$ cat src/rtl/angle_reduce_pkg.sv
// Shared widths and Q16.16 angle constants for the angle range-reduction stage.
// Constants are rounded to nearest for FLOAT_BITS=32, FLOAT_DCM_BITS=16.
package angle_reduce_pkg;

  localparam int unsigned FLOAT_BITS     = 32;
  localparam int unsigned FLOAT_DCM_BITS = 16;

  localparam logic [FLOAT_BITS-1:0] PI            = 32'd205887;
  localparam logic [FLOAT_BITS-1:0] HALF_PI       = 32'd102944;
  localparam logic [FLOAT_BITS-1:0] THREE_HALF_PI = 32'd308831;
  localparam logic [FLOAT_BITS-1:0] TWO_PI        = 32'd411775;

endpackage

$ cat src/rtl/angle_fold.sv
// Combinational fold of a reduced magnitude plus sign into [-pi/2, pi/2].
// AddHalfPi shifts the angle by +pi/2 first, giving the sin-domain argument for cos.
module angle_fold
  import angle_reduce_pkg::*;
#(
  parameter bit AddHalfPi = 1'b0
) (
  input  logic [FLOAT_BITS-1:0] rem_i,
  input  logic                  sign_i,
  output logic [FLOAT_BITS-1:0] theta_o
);

  logic [FLOAT_BITS-1:0] r;

  always_comb begin
    // rem_i is in [0, TWO_PI); a negative angle maps to its positive equivalent.
    r = (sign_i && (rem_i != '0)) ? (TWO_PI - rem_i) : rem_i;
    if (AddHalfPi) begin
      r = r + HALF_PI;
      if (r >= TWO_PI) begin
        r = r - TWO_PI;
      end
    end
    if (r > THREE_HALF_PI) begin
      theta_o = r - TWO_PI;
    end else if (r > HALF_PI) begin
      theta_o = PI - r;
    end else begin
      theta_o = r;
    end
  end

endmodule

$ cat src/rtl/angle_reduce.sv
// Iterative shift-subtract modulo-2pi reducer feeding the sin polynomial.
// Optional macro ANGLE_REDUCE_COS_EN adds out_theta_cos, the matching cos argument.
module angle_reduce
  import angle_reduce_pkg::*;
#(
  parameter int unsigned REDUCE_STEPS = 13
) (
  input  logic                  clk,
  input  logic                  rst,
  input  logic                  in_valid,
  output logic                  in_ready,
  input  logic [FLOAT_BITS-1:0] in_angle,
  output logic                  out_valid,
  input  logic                  out_ready,
`ifdef ANGLE_REDUCE_COS_EN
  output logic [FLOAT_BITS-1:0] out_theta_cos,
`endif
  output logic [FLOAT_BITS-1:0] out_theta
);

  localparam int unsigned KW    = (REDUCE_STEPS > 1) ? $clog2(REDUCE_STEPS) : 1;
  localparam int unsigned WideW = FLOAT_BITS + REDUCE_STEPS;
  localparam logic [KW-1:0] KMax = KW'(REDUCE_STEPS - 1);

  typedef enum logic [1:0] {StIdle, StReduce, StFold, StDone} state_e;

  state_e                state_q, state_d;
  logic [FLOAT_BITS-1:0] rem_q, rem_d;
  logic                  sign_q, sign_d;
  logic [KW-1:0]         k_q, k_d;
  logic [FLOAT_BITS-1:0] theta_q, theta_d;
  logic                  valid_q, valid_d;
  logic [FLOAT_BITS-1:0] fold_theta;
  logic [FLOAT_BITS-1:0] in_abs;
  logic [WideW-1:0]      step_val;

  angle_fold #(
    .AddHalfPi(1'b0)
  ) u_fold_sin (
    .rem_i  (rem_q),
    .sign_i (sign_q),
    .theta_o(fold_theta)
  );

`ifdef ANGLE_REDUCE_COS_EN
  logic [FLOAT_BITS-1:0] cos_q, cos_d;
  logic [FLOAT_BITS-1:0] fold_cos;

  angle_fold #(
    .AddHalfPi(1'b1)
  ) u_fold_cos (
    .rem_i  (rem_q),
    .sign_i (sign_q),
    .theta_o(fold_cos)
  );
`endif

  // Magnitude of the most negative input is 2^(FLOAT_BITS-1), which fits unsigned.
  assign in_abs   = in_angle[FLOAT_BITS-1] ? (~in_angle + 1'b1) : in_angle;
  assign step_val = WideW'(TWO_PI) << k_q;

  always_ff @(posedge clk) begin
    if (rst) begin
      state_q <= StIdle;
    end else begin
      state_q <= state_d;
    end
  end

  always_comb begin
    state_d = state_q;
    case (state_q)
      StIdle:   if (in_valid) state_d = StReduce;
      StReduce: if (k_q == '0) state_d = StFold;
      StFold:   state_d = StDone;
      StDone:   if (out_ready) state_d = StIdle;
      default:  state_d = StIdle;
    endcase
  end

  always_comb begin
    rem_d   = rem_q;
    sign_d  = sign_q;
    k_d     = k_q;
    theta_d = theta_q;
    valid_d = valid_q;
`ifdef ANGLE_REDUCE_COS_EN
    cos_d   = cos_q;
`endif
    case (state_q)
      StIdle: begin
        if (in_valid) begin
          sign_d = in_angle[FLOAT_BITS-1];
          rem_d  = in_abs;
          k_d    = KMax;
        end
      end
      StReduce: begin
        if (WideW'(rem_q) >= step_val) begin
          rem_d = rem_q - FLOAT_BITS'(step_val);
        end
        if (k_q != '0) begin
          k_d = k_q - 1'b1;
        end
      end
      StFold: begin
        theta_d = fold_theta;
        valid_d = 1'b1;
`ifdef ANGLE_REDUCE_COS_EN
        cos_d   = fold_cos;
`endif
      end
      StDone: begin
        if (out_ready) begin
          valid_d = 1'b0;
        end
      end
      default: ;
    endcase
  end

  always_ff @(posedge clk) begin
    if (rst) begin
      rem_q   <= '0;
      sign_q  <= 1'b0;
      k_q     <= '0;
      theta_q <= '0;
      valid_q <= 1'b0;
`ifdef ANGLE_REDUCE_COS_EN
      cos_q   <= '0;
`endif
    end else begin
      rem_q   <= rem_d;
      sign_q  <= sign_d;
      k_q     <= k_d;
      theta_q <= theta_d;
      valid_q <= valid_d;
`ifdef ANGLE_REDUCE_COS_EN
      cos_q   <= cos_d;
`endif
    end
  end

  always_comb begin
    in_ready  = (state_q == StIdle);
    out_valid = valid_q;
    out_theta = theta_q;
`ifdef ANGLE_REDUCE_COS_EN
    out_theta_cos = cos_q;
`endif
  end

endmodule

$ cat config.mk
export PLATFORM = sky130hd
export DESIGN_NAME = angle_reduce
export DESIGN_NICKNAME = d
export VERILOG_FILES = /design/src/rtl/angle_reduce_pkg.sv /design/src/rtl/angle_fold.sv /design/src/rtl/angle_reduce.sv
export SDC_FILE = /design/constraint.sdc
export NUM_CORES = 1
export LEC_CHECK = 0
export CAP_MARGIN = 20
export CORE_MARGIN = 1.5
export CORE_UTILIZATION = 42
export DETAILED_ROUTE_END_ITERATION = 12
export MAX_ROUTING_LAYER = met4
export PLACE_DENSITY = 0.63
export SYNTH_ARGS = -nofsm -noshare
export SYNTH_HDL_FRONTEND = slang
export SYNTH_HIERARCHICAL = 1
export SYNTH_SLANG_ARGS = --single-unit
$ cat constraint.sdc
create_clock -name clk -period 12.3 [get_ports clk]
set_clock_uncertainty 0.2 [all_clocks]
set_input_delay 1.23 -clock clk [delete_from_list [all_inputs] [get_ports clk]]
set_output_delay 1.23 -clock clk [all_outputs]
set_load 0.02 [all_outputs]
==> flow_metrics.py <==
metrics = {
    "run_status": {
        "status": "finished, final reports clean",
    },
    "hold_path": {
        "hold_path_class": "reg -> reg",
        "hold_end": "out_theta[26]",
        "min_from": "out_theta[26]",
        "min_path_cells": 2,
    },
    "sta": {
        "clock.fmax_ghz": 0.190,
        "tightest_slew_ns": 1.01,
        "setup_viol": 0,
        "finalCritPeriodShare_pct": 42.8,
        "max_slew_margin_pct": 32.4,
        "fin_crit_ns": 5.27,
        "grt_setup_unrepaired": "false",
        "finalHoldViolCount": 0,
        "final.setup.tns_ns": 0,
        "slew_violations": 0,
    },
    "setup_path": {
        "reg2reg_to": "out_theta[14]",
        "rr_startpoint": "rem_q[7]",
        "cp.arrival_ns": 5.28,
        "slowest_delay_ns": 0.59,
        "worst_setup_path_start_kind": "register",
        "endpoint_kind": "register",
        "reg2reg_slack_ns": 7.03,
        "crit_chain": "inv_1 > ha_1 > nor3b_1 > o211a_1 > o31ai_1 > a311oi_1 > nand4b_1 > and4bb_2 > nand4_2 > a21oi_1 > a22oi_1 > xnor2_1 > mux2i_1 > nor2_1",
        "crit_required_ns": 12.31,
        "cp_slowest_cell": "nand4_2",
        "path_class": "reg -> reg",
        "crit_fanout": 29,
        "reg2reg_depth": 14,
    },
    "placed_design": {
        "place_hpwl_um": 20400,
        "place.gp.congestion": 0.996,
        "portBuffers": 69,
    },
    "global_routing": {
        "antenna_found_initial": 0,
        "grt_pass1_vias": 8254,
        "grt_pass1_wl_um": 43000,
        "track_usage_pct": 25.4,
        "grt_max_degree": 75,
        "overflow": 0,
    },
    "clock_network": {
        "cts_tree": "done",
        "cts.repair.resized": 0,
        "cts_setup_buffers": 0,
        "clkSinkCount": 72,
        "numCtsBuffers": 9,
        "hold_buffers": 0,
        "clock_latency_ns": 0.36,
        "path_clk_slew_ns": 0.06,
        "clk_path_buf_depth": 2,
        "root_buffer": "clkbuf_16",
        "cts_max_level": 3,
    },
    "synth": {
        "synth_top_area_cell": "dfxtp_1",
        "yosysSeqAreaShare_pct": 16.5,
        "synth_area_um2": 8730,
        "synth-edff-count": 0,
        "async_flop_share_pct": 0,
        "syn_area_per_cell_um2": 7.20,
        "syn-num-nets": 1299,
        "netlist.area_leader.share_pct": 16.5,
        "yosys_warnings": 6,
        "synthFlopType": "dfxtp_1",
        "synth-seq-cells": 72,
        "synth_most_common_cell": "nor2_1",
        "synth.distinct_cells": 93,
        "synth_area_leaders": "dfxtp_1, xnor2_1, ha_1",
        "synth.top_cells.by_count": "nor2_1, nand2_1, a21oi_1",
        "syn_inst": 1213,
    },
    "floorplanning": {
        "initial_core_util_pct": 43.0,
        "io_pins": 70,
        "dieArea_um2": 21700,
        "core_um2": 20300,
        "die_h_um": 147,
        "die_x_um": 147,
        "placementRows": 52,
    },
    "drt": {
        "totalWireLength_um": 26900,
        "wl_per_cell_um": 17.8,
        "drc": 0,
        "drt_iter0_markers": 717,
        "viasPerCell": 5.98,
        "dr_total_vias": 9005,
        "ant_nets": 0,
        "first_pass_iters": 5,
    },
    "flow_run": {
        "drv_cap": 0,
    },
    "finish": {
        "diodes": 0,
        "drive_gt1_share_pct": 5.74,
        "nets": 1318,
        "synthToLayoutAreaGrowth_pct": 12.5,
    },
}
## logic make-up (layout without fill, tap and decap cells)
| logic type | count (synthesis) | in the layout | synth area share (%) |
|---|---|---|---|
| muxes | 47 | 47 | 5.42 |
| xor gates and xnor gates | 110 | 110 | 11.0 |
| and+or+nand+nor | 444 | 444 | 24.4 |
| AOI/OAI and AO/OA | 373 | 373 | 29.4 |
| adders and majority gates | 50 | 50 | 7.25 |
| buffers and inverters | 117 | 141 | 5.99 |
| DFF | 72 | 72 | 16.5 |
## how the worst max path moves through the flow
stage | startpoint | slack [ns] | depth (start not counted) | to
final | rem_q[7] | 7.03 | 14 | out_theta[14]
after global routing | k_q[1] | 6.70 | 16 | rem_q[1]
after CTS | rem_q[7] | 7.11 | 14 | out_theta[14]
after detailed placement | k_q[2] | 7.13 | 15 | rem_q[11]
after global placement | rem_q[20] | 6.88 | 15 | out_theta[14]
after floorplan | rem_q[22] | 7.96 | 20 | out_theta[5]
## through the flow
step	instances	instance area (µm²)	hold slack (ns)	utilization (%)	setup WS, ns
floorplan	1213	8730	0.233	-	7.96
global placement	1489	9480	0.269	46.7	6.88
detailed placement	1490	9480	0.280	46.7	7.13
CTS	1506	9790	0.295	48.2	7.11
global route	1507	9820	0.322	48.4	6.70
finish	1507	9820	0.288	48.4	7.03
## worst max-delay path, delay by kind of cell (launching register included)
family / cells / cell delay, ns
multiplexers: 1 / 0.15
AND/OR/NAND/NOR: 5 / 1.91
XOR/XNOR: 1 / 0.16
AO/OA/AOI/OAI: 5 / 1.72
buffers and inverters: 1 / 0.23
adder cells (fa/ha/maj): 1 / 0.34
flip-flops: 1 / 0.42
## placed cells by master (no fill, tap or decap), types with 7 or more instances in the layout
master           instances
a31oi_1                 10
a211oi_1                16
and3_1                   7
xnor2_1                 80
o31ai_1                 27
a21oi_1                 89
and2_1                  10
o21ai_0                 74
inv_1                   44
clkbuf_16                9
a211o_1                 26
o211ai_1                17
or3_1                   15
xor2_1                  30
nand2_1                138
clkdlybuf4s50_1         68
nor2b_1                  9
buf_4                    9
nor3_1                  22
nand2b_1                 7
nor4_1                  10
o21bai_1                 8
dfxtp_1                 72
mux2i_1                 45
ha_1                    47
a21o_1                  17
nand4_1                 15
nor2_1                 140
nand3_1                 32
## flip-flops by register name, summed over array words and instances, names as in the netlist
signal	flops
out_theta	32
rem_q	32
state_q	2
k_q	4
out_valid	1
sign_q	1
## final cells by class
class                           instances  area, µm²
Multi-Input combinational cell       1024       6780
Fill cell                            2089      10500
Sequential cell                        72       1440
Clock buffer                           11        253
Inverter                               46        173
Tap cell                              270        338
Clock inverter                          5       55.1
Timing Repair Buffer                   79        781
## layer usage
metal  vias up  track usage, %  part of all wire, %
li1       4451               -                    -
met1      4219            32.0                   45
met2       280            41.1                   47
met3        55            2.39                  4.6
met4         0            11.3                  3.6
met5         -               -                    0
Power is left out: the tool's default activity adds up to more than one toggle a clock period on the data nets, which glitch-free logic cannot reach.
